`src/rtl/mm_trg_arbiter.sv`:
```
// mm_trg_arbiter: merges triggered minimum-trigger channels into one AXI4-Stream.
// Each frame is a header beat, the granted channel's data beats, and a footer (TLAST).
// Starts that arrive while a frame is in flight are dropped and counted.
// Build option MM_ARB_FIXED_PRIO_EN: lowest channel index wins instead of round-robin.
//
// state      | meaning
// -----------+----------------------------------------------------------
// ST_IDLE    | waiting for a start while EXEC_STATE is TRG
// ST_HDR     | header beat on the output, first data beat in the pipe
// ST_DATA    | forwarding data beats of the granted channel
// ST_FTR     | footer on the output, held until TREADY

module mm_trg_arbiter #(
    parameter int NUM_CH               = 4,
    parameter int TIME_STAMP_WIDTH     = 44,
    parameter int ADC_RESOLUTION_WIDTH = 12,
    parameter int S_AXIS_TDATA_WIDTH   = 128,
    parameter int MAX_BEATS            = 256
) (
    input  logic                                   AXIS_ACLK,
    input  logic                                   AXIS_ARESETN,
    input  logic [1:0]                             EXEC_STATE,
    input  logic [NUM_CH-1:0]                      CH_TRIGGERED,
    input  logic [NUM_CH*S_AXIS_TDATA_WIDTH-1:0]   CH_DATA,
    input  logic [NUM_CH*TIME_STAMP_WIDTH-1:0]     CH_TIME_STAMP,
    input  logic [NUM_CH*ADC_RESOLUTION_WIDTH-1:0] CH_BASELINE,
    output logic [S_AXIS_TDATA_WIDTH-1:0]          M_AXIS_TDATA,
    output logic                                   M_AXIS_TVALID,
    output logic                                   M_AXIS_TLAST,
    input  logic                                   M_AXIS_TREADY,
    output logic                                   BUSY,
    output logic [31:0]                            DROP_COUNT
);

    localparam int DW      = S_AXIS_TDATA_WIDTH;
    localparam int TSW     = TIME_STAMP_WIDTH;
    localparam int BLW     = ADC_RESOLUTION_WIDTH;
    localparam int CW      = (NUM_CH > 1) ? $clog2(NUM_CH) : 1;
    localparam int HDR_PAD = DW - 12 - BLW - TSW;
    localparam int FTR_PAD = DW - 30;
    localparam logic [15:0] MAX_CNT = 16'(MAX_BEATS);
    localparam logic [1:0]  EXEC_TRG = 2'b11;

    localparam logic [1:0] ST_IDLE = 2'd0;
    localparam logic [1:0] ST_HDR  = 2'd1;
    localparam logic [1:0] ST_DATA = 2'd2;
    localparam logic [1:0] ST_FTR  = 2'd3;

    logic [1:0]        state;
    logic [NUM_CH-1:0] trg_q;
    logic [NUM_CH-1:0] start;
    logic [NUM_CH-1:0] grant_oh;
    logic [NUM_CH-1:0] drop_vec;
    logic [CW-1:0]     grant_idx;
    logic              grant_vld;
    logic [CW-1:0]     g_q;
`ifndef MM_ARB_FIXED_PRIO_EN
    logic [CW-1:0]     rr_ptr;
`endif
    logic [DW-1:0]     pipe;
    logic              pipe_vld;
    logic [15:0]       beat_cnt;
    logic              lost_q;
    logic              lost_now;
    logic [5:0]        drop_num;
    logic [32:0]       drop_sum;
    logic [DW-1:0]     m_tdata;
    logic              m_tvalid;
    logic              m_tlast;
    logic              busy_q;
    logic [31:0]       drop_count_q;

    function automatic logic [DW-1:0] make_ftr(input logic [3:0] ch, input logic [15:0] cnt,
                                               input logic trunc, input logic lost);
        return {8'h55, ch, cnt, trunc, lost, {FTR_PAD{1'b0}}};
    endfunction

    // start detection, grant selection and drop vector
    always_comb begin
`ifndef MM_ARB_FIXED_PRIO_EN
        int idx;
        idx = 0;
`endif
        start     = CH_TRIGGERED & ~trg_q;
        grant_vld = 1'b0;
        grant_idx = '0;
        grant_oh  = '0;
`ifdef MM_ARB_FIXED_PRIO_EN
        for (int i = NUM_CH - 1; i >= 0; i--) begin
            if (start[i]) grant_idx = CW'(i);
        end
        grant_vld = |start;
`else
        for (int i = 0; i < NUM_CH; i++) begin
            idx = int'(rr_ptr) + i;
            if (idx >= NUM_CH) idx = idx - NUM_CH;
            if (!grant_vld && start[idx]) begin
                grant_vld = 1'b1;
                grant_idx = CW'(idx);
            end
        end
`endif
        if (state != ST_IDLE || EXEC_STATE != EXEC_TRG) grant_vld = 1'b0;
        if (grant_vld) grant_oh[grant_idx] = 1'b1;
        drop_vec = start & ~grant_oh;
    end

    // dropped-start popcount and saturating sum; lost flag including the beat now visible
    always_comb begin
        drop_num = '0;
        for (int i = 0; i < NUM_CH; i++) begin
            drop_num = drop_num + {5'b0, drop_vec[i]};
        end
        drop_sum = {1'b0, drop_count_q} + {27'b0, drop_num};
        lost_now = lost_q | (m_tvalid & ~m_tlast & ~M_AXIS_TREADY);
    end

    // frame sequencing, output beat register and drop counter
    always_ff @(posedge AXIS_ACLK or negedge AXIS_ARESETN) begin
        if (!AXIS_ARESETN) begin
            state        <= ST_IDLE;
            trg_q        <= '0;
            g_q          <= '0;
`ifndef MM_ARB_FIXED_PRIO_EN
            rr_ptr       <= '0;
`endif
            pipe         <= '0;
            pipe_vld     <= 1'b0;
            beat_cnt     <= '0;
            lost_q       <= 1'b0;
            m_tdata      <= '0;
            m_tvalid     <= 1'b0;
            m_tlast      <= 1'b0;
            busy_q       <= 1'b0;
            drop_count_q <= '0;
        end else begin
            trg_q        <= CH_TRIGGERED;
            drop_count_q <= drop_sum[32] ? 32'hFFFF_FFFF : drop_sum[31:0];
            case (state)
                ST_IDLE: begin
                    if (grant_vld) begin
                        state    <= ST_HDR;
                        busy_q   <= 1'b1;
                        g_q      <= grant_idx;
`ifndef MM_ARB_FIXED_PRIO_EN
                        rr_ptr   <= (int'(grant_idx) == NUM_CH - 1) ? '0 : grant_idx + 1'b1;
`endif
                        pipe     <= CH_DATA[int'(grant_idx)*DW +: DW];
                        pipe_vld <= 1'b1;
                        beat_cnt <= '0;
                        lost_q   <= 1'b0;
                        m_tdata  <= {8'hAA, 4'(grant_idx),
                                     CH_BASELINE[int'(grant_idx)*BLW +: BLW],
                                     CH_TIME_STAMP[int'(grant_idx)*TSW +: TSW],
                                     {HDR_PAD{1'b0}}};
                        m_tvalid <= 1'b1;
                        m_tlast  <= 1'b0;
                    end
                end
                ST_HDR, ST_DATA: begin
                    lost_q <= lost_now;
                    if (pipe_vld && beat_cnt != MAX_CNT) begin
                        state    <= ST_DATA;
                        m_tdata  <= pipe;
                        m_tvalid <= 1'b1;
                        m_tlast  <= 1'b0;
                        beat_cnt <= beat_cnt + 16'd1;
                        pipe     <= CH_DATA[int'(g_q)*DW +: DW];
                        pipe_vld <= CH_TRIGGERED[g_q];
                    end else begin
                        // trigger gone or beat limit hit: any remaining beats are discarded
                        state    <= ST_FTR;
                        pipe_vld <= 1'b0;
                        m_tdata  <= make_ftr(4'(g_q), beat_cnt, beat_cnt == MAX_CNT, lost_now);
                        m_tvalid <= 1'b1;
                        m_tlast  <= 1'b1;
                    end
                end
                ST_FTR: begin
                    if (M_AXIS_TREADY) begin
                        state    <= ST_IDLE;
                        busy_q   <= 1'b0;
                        m_tdata  <= '0;
                        m_tvalid <= 1'b0;
                        m_tlast  <= 1'b0;
                    end
                end
                default: state <= ST_IDLE;
            endcase
        end
    end

    assign M_AXIS_TDATA  = m_tdata;
    assign M_AXIS_TVALID = m_tvalid;
    assign M_AXIS_TLAST  = m_tlast;
    assign BUSY          = busy_q;
    assign DROP_COUNT    = drop_count_q;

endmodule

```
`config.mk`:
```
export PLATFORM = sky130hd
export DESIGN_NAME = mm_trg_arbiter
export DESIGN_NICKNAME = d
export VERILOG_FILES = /design/src/rtl/mm_trg_arbiter.sv
export SDC_FILE = /design/constraint.sdc
export NUM_CORES = 1
export LEC_CHECK = 0
export ABC_CLOCK_PERIOD_IN_PS = 8100
export CAP_MARGIN = 20
export CORE_AREA = 2 2 357 359
export DETAILED_ROUTE_END_ITERATION = 10
export DIE_AREA = 0 0 359 361
export PLACE_DENSITY_LB_ADDON = 0.15
export SLEW_MARGIN = 0
export SYNTH_ARGS = -nofsm -noshare
export SYNTH_HDL_FRONTEND = slang
export SYNTH_SLANG_ARGS = --single-unit
```
`constraint.sdc`:
```
create_clock -name AXIS_ACLK -period 8.1 [get_ports AXIS_ACLK]
set_input_delay 1.62 -clock AXIS_ACLK [delete_from_list [all_inputs] [get_ports AXIS_ACLK]]
set_output_delay 1.62 -clock AXIS_ACLK [all_outputs]
set_load 0.01 [all_outputs]
```
Word level (Yosys, flattened, before mapping)

Cells that the tools add are included.

Output and inout port bits: 163
Register bits after elaboration: 319
Bits of input ports: 745

Equality and inequality tests: 10
Multipliers: 2
Reductions and logical operators: 19
Muxes and demuxes: 56
Shift-type cells: 4
$lt $le $gt $ge: 11
Bitwise operators: 9
Add/subtract/negate cells: 13

Operators with widths:

| cell                                                                    | count |
|---|---|
| 512-bit by 10-bit variable part select with 128-bit output              | 2 |
| 128-bit two-way mux                                                     | 5 |
| 128-bit case mux with 3 select lines                                    | 1 |
| 128-bit case mux with 2 select lines                                    | 1 |
| 176-bit by 9-bit variable part select with 44-bit output                | 1 |
| 32-bit two-way mux                                                      | 5 |
| 32-bit by 4-bit < comparator with 1-bit output (second input constant)  | 4 |
| 48-bit by 7-bit variable part select with 12-bit output                 | 1 |
| 32-bit by 4-bit adder with 33-bit output                                | 1 |
| 16-bit two-way mux                                                      | 2 |
| 16-bit case mux with 2 select lines                                     | 1 |
| 1-bit two-way mux                                                       | 21 |
| 16-bit by 1-bit adder with 16-bit output (second input constant)        | 1 |
| 16-bit by 9-bit equality test with 1-bit output (second input constant) | 1 |
| 16-bit by 9-bit != test with 1-bit output (second input constant)       | 1 |
| 2-bit two-way mux                                                       | 7 |
| 3-bit by 3-bit subtractor with 4-bit output (second input constant)     | 3 |
| 1-bit binary-select mux with 2-bit select                               | 5 |
| 3-bit greater-or-equal comparator (second input constant)               | 3 |
| 4-bit AND                                                               | 2 |
| 2-bit != test (second input constant)                                   | 4 |
| 4-bit inverter                                                          | 2 |
| 2-bit by 2-bit adder with 3-bit output (second input constant)          | 2 |
| 2-bit by 3-bit < comparator with 1-bit output (second input constant)   | 2 |
| other kinds (28)                                                        | 46 |

Logic depth before layout (Yosys ltp)

Gate-level depths: netlist of run 1.

Depth in word-level cells: 27
Mapped depth: 21

Least setup slack after synthesis of run 1

No wires, ideal clock.

Path kind: in2reg
Start: input CH_TRIGGERED[3]
End: register drop_count_q[30] (netlist: DROP_COUNT[30])
Required time: 7975 ps
Cell stages on the path: 20
Setup slack: 2336 ps
Data arrival time: 5640 ps
Library setup time: 125 ps
Cell sequence: and2b_1 > o221a_2 > nor2_1 > nor2_2 > inv_2 > buf_2 > buf_2 > ha_1 > nand2_1 > nand2_1 > fa_1 > inv_1 > fa_1 > fa_1 > nand2_1 > nor3_1 > nand2_1 > or2_2 > nor3_1 > mux2_2

Word-level cells in the longest chain between the ends: 26
Elaborated cells on any way between the ends: 41
Those cells by class: 4 x add/sub; 2 x order compare; 25 x mux; 3 x bitwise; 7 x reduce/logical

Ends and longest elaborated chain:

| element                                               | RTL line | RTL |
|---|---|---|
| from (decl)                                           | 23       | `input logic [NUM_CH-1:0] CH_TRIGGERED,` |
| 4-bit AND (*)                                         | 84       | `start = CH_TRIGGERED & ~trg_q;` |
| 1-bit binary-select mux with 2-bit select             | 97       | `if (!grant_vld && start[idx]) begin` |
| 1-bit two-way mux (implied by the code) (2 in series) | 97       |  |
| 1-bit two-way mux                                     | 97       |  |
| 1-bit logical NOT                                     | 97       |  |
| 1-bit logical AND                                     | 97       |  |
| 1-bit two-way mux                                     | 97       |  |
| 1-bit logical NOT                                     | 97       |  |
| (+5 left out)                                         | n/a      |  |
| net grant_idx[0]                                      | 54       | `logic [CW-1:0] grant_idx;` |
| (+4 left out)                                         | n/a      |  |
| 4-bit two-way mux (*)                                 | 104      | `if (grant_vld) grant_oh[grant_idx] = 1'b1;` |
| 4-bit inverter (*)                                    | 105      | `drop_vec = start & ~grant_oh;` |
| 4-bit AND (*)                                         | 105      |  |
| 1-bit by 1-bit adder with 2-bit output                | 112      | `drop_num = drop_num + {5'b0, drop_vec[i]};` |
| 2-bit by 1-bit adder with 3-bit output                | 112      |  |
| 3-bit by 1-bit adder with 4-bit output (*)            | 112      |  |
| 32-bit by 4-bit adder with 33-bit output (*)          | 114      | `drop_sum = {1'b0, drop_count_q} + {27'b0, drop_num};` |
| 32-bit two-way mux (*)                                | 138      | `drop_count_q <= drop_sum[32] ? 32'hFFFF_FFFF : drop_sum[31:0];` |
| to (signal assigned)                                  | 138      |  |
| to (decl)                                             | 71       | `logic [31:0] drop_count_q;` |

Mark *: on every way through the listed nets, which the timed path passes. The rest lies on a longest branch. The select of a mux whose other input is x is not followed.
A chain may end at the register's enable or synchronous reset.

Worst setup path in the final report of run 1

Start: input CH_TRIGGERED[3]
End: register drop_count_q[7] (netlist: DROP_COUNT[7])

The elaborated chain is that of the path after synthesis.

==> summary.txt, run 1 <==
Outcome
  • Outcome: completed

Yosys
  • Synthesized net count: 2,440
  • Main combinational cell family by area after synthesis: multiplexers
  • Avg Cell Area, Syn: 11.1 um^2
  • Compound-Gate Fraction of Synth Area: 0.207
  • Xor and xnor area share after synthesis: 0.0174
  • Ys async rst share: 1.00
  • Flops & latches, synth: 319
  • Post-Synth Simple-Gate Area: 0.0826
  • Register area share after synthesis: 0.428
  • Synth cell types: 59
  • Post-synth EDFFs: 0
  • Ys flop type: dfrtp_1
  • Cells after Synth: 1,682
  • Adder-cell share of the synthesized area: 0.00992
  • Post-synthesis mux area share: 0.208
  • Synth warnings: 0
  • Syn Std Cell Area: 0.0187 mm^2

Timing
  • Final Max Tran Viols: 0
  • Final Cycle Share: 0.747
  • Worst-margin pin slew: 1010 ps
  • Final hold violations: 0
  • Fin Setup TNS: 0 ps
  • RSZ-0062 raised after global routing: false
  • Worst slew margin: 0.328
  • Tmin final: 6050 ps
  • Count of final setup violators: 0
  • Final setup skew: 19.4 ps
  • F_max: 165 MHz

Routing
  • Drt total wl: 97,300 um
  • DR WL/cell: 23.1 um
  • Drc violations: 0
  • Final ANT Viol Nets: 0
  • DRT Pass-1 Iters: 5
  • Via Count: 17,090
  • Initial DRC count: 619
  • Drt via density: 4.06

Cells and area
  • Area occupied by multi-input gates: 0.00987 mm^2
  • Area Growth Syn to Fin: 64.9%
  • Most common cell after layout, fill and taps aside: clkdlybuf4s50_1
  • Fin area: 0.0308 mm^2
  • NumNets Final: 3,284
  • Seq. cell area: 0.00798 mm^2
  • Layout cells sized above 1: 0.0937
  • Layout Utilization: 0.245
  • Most frequent cells in the layout: clkdlybuf4s50_1 (906), mux2i_1 (365), dfrtp_1 (319)
  • Fill cells: 13,350

Setup path
  • Crit path capture type: register
  • CP dominant cell by count: nand2_1
  • CP cell instances: clkdlybuf4s50_1 > and2b_1 > o221a_2 > nor2_1 > nor2_2 > inv_6 > ha_1 > nand2_1 > nand2_1 > fa_1 > inv_1 > fa_1 > fa_1 > nand2_1 > nor3_1 > nand2_1 > nor2_1 > nand2_1 > o21ai_0
  • WP data arrival: 6540 ps
  • Critical Path RT: 8600 ps
  • Crit path max fanout: 37
  • Startpoint types: input port
  • CP max stage delay: 570 ps
  • Kind of critical path: input port to register
  • Crit-path slowest cell: nor3_1

CTS
  • Post-CTS Hold Fix Bufs: 0
  • TritonCTS Buffers: 44
  • TritonCTS clock tree: built
  • Root buffer cell: clkbuf_16
  • Post-CTS setup repair buffer count: 0
  • Clock Sinks: 319
  • Clock Path Buffers: 3
  • Worst-path clk slew: 70 ps
  • Post-cts sizing count: 0
  • H-tree levels: 2
  • Clock Latency Late Sink: 600 ps

Floorplan
  • Core ar.: 0.125 mm^2
  • Die ar.: 0.130 mm^2
  • Row cnt: 130
  • Chip height: 361 um
  • Die Span X: 359 um
  • # IOs: 908
  • Initial core utilization: 0.149

Placed design
  • HPWL after DPL: 74,500 um
  • Dpl cell area: 0.0294 mm^2
  • Gp weighted congestion: 0.822
  • IO Port Bufs: 907

Run
  • Maxcap violations: 0

Global routing
  • Vias in the first global route: 18,659
  • Pin count of the biggest net entering global routing: 138
  • GR Overflow Total: 0
  • First-pass GRT wire length: 138,000 um
  • Initial antenna violation count: 22
  • GR Util All Layers: 0.145

Min path
  • Tightest Hold Check Type: register to register

Pwr
  • Worst VDD drop: 0.460 mV
  • PD cells: 372 mW/mm^2
  • Leakage Power: 12.3 nW
-- worst max-delay path: cells and delay by family --
kind / cells / cell delay [ps]
simple gates: 10 / 2340
compound gates: 2 / 550
fa+ha+maj: 4 / 1120
buf+inv: 3 / 910
-- power by group --
part | internal, mW | total (mW) | switching, mW | leakage, nW
Sequential | 2.23 | 2.65 | 0.422 | 3.80
Clock | 1.07 | 1.87 | 0.797 | 0.636
Combinational | 3.00 | 6.91 | 3.91 | 7.86
Total | 6.30 | 11.4 | 5.13 | 12.3
-- worst paths after layout --
path / startpoint / end / slack, ps / cells past startpoint
setup / recovery: CH_TRIGGERED[3] / DROP_COUNT[7]$_DFF_PN0_ / 2050 / 19
hold / removal: pipe[27]$_DFFE_PN0P_ / M_AXIS_TDATA[27]$_DFFE_PN0P_ / 480 / 1
setup reg to reg: trg_q[0]$_DFF_PN0_ / DROP_COUNT[7]$_DFF_PN0_ / 3200 / 18
hold reg to reg: pipe[27]$_DFFE_PN0P_ / M_AXIS_TDATA[27]$_DFFE_PN0P_ / 480 / 1
max in group asynchronous: AXIS_ARESETN / M_AXIS_TDATA[18]$_DFFE_PN0P_ / 5650 / 2
min in group asynchronous: AXIS_ARESETN / M_AXIS_TDATA[94]$_DFFE_PN0P_ / 1000 / 1
-- stage by stage --
stage          total power, mW  worst slack [ps]  hold slack, ps  instances
2_1_floorplan             7.06              2340             460       1682
4_1_cts                   11.8              2030             469       4201
3_3_place_gp              9.69              1480             468       4130
5_1_grt                   12.3              1580             504       4210
3_5_place_dp              9.77              1380             473       4130
6_report                  11.4              2050             477       4212
-- metal layers --
layer | track usage | up-vias | share of wire
met5 | 0 | - | 0.00020
met4 | 0.0419 | 4 | 0.024
met3 | 0.0403 | 90 | 0.065
met2 | 0.258 | 642 | 0.50
met1 | 0.168 | 8341 | 0.41
li1 | - | 8013 | -
-- logic make-up after synthesis --
kind of cell	after synthesis
compound gates	414
xor+xnor	37
fa+ha+maj	13
buf+inv	163
flops	319
mux	376
simple gates	360
-- layout make-up --
| type | count | share of cell area |
|---|---|---|
| diodes | 11 | 0.000894 |
| flip-flops and latches | 319 | 0.259 |
| inverters | 24 | 0.00309 |
| multi-input cells | 1200 | 0.321 |
| clock buffers | 63 | 0.0397 |
| repair buffers | 937 | 0.307 |
| clock inverters | 8 | 0.00268 |
| well taps | 1650 | 0.0671 |
-- registers in the layout, summed over array words and instances (netlist names) --
name / count
M_AXIS_TDATA: 128
pipe: 128
DROP_COUNT: 32
beat_cnt: 16
trg_q: 4
g_q: 2
rr_ptr: 2
state: 2
BUSY: 1
M_AXIS_TLAST: 1
M_AXIS_TVALID: 1
lost_q: 1
pipe_vld: 1
-- Yosys cell counts (all sizes together), types with 3 or more instances --
master | count | area share
and2 | 4 | 0.0013
and3 | 4 | 0.0013
a222oi | 5 | 0.0027
fa | 3 | 0.0032
o21ai | 102 | 0.028
dfrtp | 319 | 0.43
xnor2 | 15 | 0.0070
nand2 | 109 | 0.022
ha | 10 | 0.0067
nor2 | 176 | 0.036
a22o | 63 | 0.030
mux4 | 9 | 0.011
a221oi | 129 | 0.10
or3 | 3 | 0.0010
xor2 | 22 | 0.010
buf | 81 | 0.031
nor3 | 9 | 0.0024
nand3 | 16 | 0.0043
a31oi | 4 | 0.0013
nand4 | 10 | 0.0034
a21oi | 30 | 0.0080
o22ai | 17 | 0.0057
nor4 | 5 | 0.0017
mux2i | 365 | 0.20
clkbuf | 58 | 0.012
inv | 24 | 0.0048
o22a | 48 | 0.023
nand2b | 12 | 0.0040
(Power assumes the default switching activity.)
==> run 2, diff against run 1 <==
--- a/config.mk
+++ b/config.mk
@@ -5,7 +5,7 @@
 export SDC_FILE = /design/constraint.sdc
 export NUM_CORES = 1
 export LEC_CHECK = 0
-export ABC_CLOCK_PERIOD_IN_PS = 8100
+export ABC_CLOCK_PERIOD_IN_PS = 5550
 export CAP_MARGIN = 20
 export CORE_AREA = 2 2 357 359
 export DETAILED_ROUTE_END_ITERATION = 10
==> constraint.sdc (replaced) <==
create_clock -name AXIS_ACLK -period 5.55 [get_ports AXIS_ACLK]
set_input_delay 1.11 -clock AXIS_ACLK [delete_from_list [all_inputs] [get_ports AXIS_ACLK]]
set_output_delay 1.11 -clock AXIS_ACLK [all_outputs]
set_load 0.01 [all_outputs]
==> run 2 against run 1 <==
- global-route usage rose by 0.096 points
- worst setup slack got worse by 1300 ps
- combinational power rose by 48%
- clock-buffer cell count rose by 3
- via count rose by 0.83%
- sequential power rose by 46%
- largest power group unchanged
- highest routed layer unchanged
==> summary.txt, run 2 (synthesized netlist as in run 1, its figures left out) <==
Setup path
  • Worst reg2reg path startpoint: trg_q[1]$_DFF_PN0_
  • Kind of critical path: input port to register
  • Crit path capture type: register
  • WP data arrival: 5230 ps (-1310 ps)
  • Crit path max fanout: 4 (-89%)
  • Worst setup path startpoint: CH_TRIGGERED[3]
  • Startpoint types: input port
  • Critical Path RT: 6030 ps (-2570 ps)

CTS
  • TritonCTS clock tree: built
  • TritonCTS Buffers: 45 (+2.3%)
  • Worst-path clk slew: 60 ps (about the same)
  • Root buffer cell: clkbuf_16
  • H-tree levels: 2 (unchanged)
  • Clock Path Buffers: 3 (unchanged)
  • Clock Sinks: 319 (unchanged)
  • Post-CTS Hold Fix Bufs: 0 (unchanged)
  • Post-cts sizing count: 0 (unchanged)
  • Clock Latency Late Sink: 610 ps (about the same)
  • Post-CTS setup repair buffer count: 0 (unchanged)

Cells and area
  • NumNets Final: 3,299 (+0.46%)
  • Most frequent cells in the layout: clkdlybuf4s50_1 (906), mux2i_1 (365), dfrtp_1 (319)
  • Most common cell after layout, fill and taps aside: clkdlybuf4s50_1
  • Area Growth Syn to Fin: 66.4%
  • Layout cells sized above 1: 0.102 (+0.00857)
  • Fill cells: 13,323 (-0.20%)
  • Non-filler instance count after layout: 4,228 (+0.38%)

Global routing
  • GR Util All Layers: 0.146 (+0.000957)
  • First-pass GRT wire length: 139,000 um (+0.58%)
  • Met1 GRT Util: 0.171 (+0.00274)
  • Initial antenna violation count: 13 (-41%)
  • Vias in the first global route: 19,073 (+2.2%)
  • GR Overflow Total: 0 (unchanged)
  • Global route hottest layer: met2
  • GRT met2 Usage: 0.266 (+0.00847)
  • Pin count of the biggest net entering global routing: 99 (-28%)
  • Grt met3 use: 0.0347 (-0.00553)

Routing
  • Via Count: 17,231 (+0.83%)
  • Drc violations: 0 (unchanged)
  • Drt via density: 4.08 (+0.44%)
  • DR WL/cell: 23.1 um (about the same)
  • DRT Pass-1 Iters: 5 (unchanged)
  • Drt total wl: 97,800 um (+0.47%)
  • Final ANT Viol Nets: 0 (unchanged)
  • Initial DRC count: 815 (+32%)

Outcome
  • Outcome: completed

Floorplan
  • Row cnt: 130 (unchanged)
  • Die ar.: 0.130 mm^2 (unchanged)
  • # IOs: 908 (unchanged)
  • Die Span X: 359 um (unchanged)
  • Core ar.: 0.125 mm^2 (unchanged)
  • Chip height: 361 um (unchanged)
  • Initial core utilization: 0.149 (unchanged)

Run
  • Maxcap violations: 0 (unchanged)

Timing
  • Worst slew margin: 0.307 (-0.0213)
  • Tmin final: 4760 ps
  • Worst-margin pin slew: 1040 ps (+28.1 ps)
  • Final setup skew: 29.5 ps (+10.1 ps)
  • Final Max Tran Viols: 0 (unchanged)
  • Fin Setup TNS: 0 ps (unchanged)
  • F_max: 210 MHz
  • Count of final setup violators: 0 (unchanged)
  • RSZ-0062 raised after global routing: false
  • Final hold violations: 0 (unchanged)
  • Final Cycle Share: 0.857

Placed design
  • HPWL after DPL: 76,000 um (+2.0%)
  • Gp weighted congestion: 0.841 (+2.3%)
  • IO Port Bufs: 907 (unchanged)
  • Placed Cells: 4,144 (+0.34%)

Pwr
  • PD cells: 548 mW/mm^2 (+47%)
  • Leakage Power: 12.5 nW (+1.3%)
  • Worst VDD drop: 0.609 mV (+32%)

Min path
  • Tightest Hold Check Type: register to register
  • HP Start: M_AXIS_TDATA[124]$_DFFE_PN0P_
run 2: cell count changes in the layout (fill, tap and decap cells not counted), sizes merged:
cell	change
clkinv	+2
bufinv	+2
clkbuf	+3
diode	-5
buf	+14
run 2: worst paths after layout:
kind,end,slack (ps),cells past startpoint
hold reg to reg,M_AXIS_TDATA[124]$_DFFE_PN0P_,480,2
min in group asynchronous,pipe[114]$_DFFE_PN0P_,520,1
setup reg to reg,DROP_COUNT[30]$_DFF_PN0_,1420,18
max in group asynchronous,pipe[21]$_DFFE_PN0P_,3920,2
setup / recovery,DROP_COUNT[30]$_DFF_PN0_,790,19
hold / removal,M_AXIS_TDATA[124]$_DFFE_PN0P_,480,2
run 2: worst max-delay path, cell delays in order:
cell and delay, ps:
clkdlybuf4s50_1 540, and2b_1 220, o221a_2 220, nor2_1 60, nor2_2 210, inv_6 40
ha_1 170, nand2_1 50, nand2_1 70, fa_1 470, inv_1 90, fa_1 210
fa_1 230, nand2_1 80, nor3_1 310, nand2_1 180, or2_2 360, nor3_1 220
mux2_2 350
run 2: per-stage QoR:
stage	power (mW)	worst slack, ps	area (um^2)	utilization	hold WS, ps
6_report	17.0	794	31100	0.248	483
4_1_cts	17.5	791	31000	0.248	487
5_1_grt	18.2	514	31100	0.248	502
3_5_place_dp	14.3	112	29600	0.236	474
2_1_floorplan	10.3	296	18700	-	460
3_3_place_gp	14.2	189	29600	0.236	465
run 2: routing by layer:
layer	up-vias	wire, um
li1	8068	-
met5	-	18
met4	2	1930
met3	98	5860
met1	8402	39600
met2	661	50400
run 2: power breakdown:
part           switching, mW  internal [mW]  total, mW
clock network           1.20           1.78       2.98
logic                   5.73           4.44       10.2
registers              0.614           3.26       3.87
total                   7.54           9.48       17.0
run 2: area by class of cell:
class / instances / area (um^2) / share of cell area
Sequential cell: 319 / 7980 / 0.257
Tap cell: 1650 / 2060 / 0.0665
Clock inverter: 12 / 171 / 0.00552
Multi-Input combinational cell: 1200 / 9870 / 0.318
Timing Repair Buffer: 951 / 9550 / 0.307
Clock buffer: 66 / 1320 / 0.0424
Antenna cell: 6 / 15.0 / 0.000483
Inverter: 24 / 95.1 / 0.00306
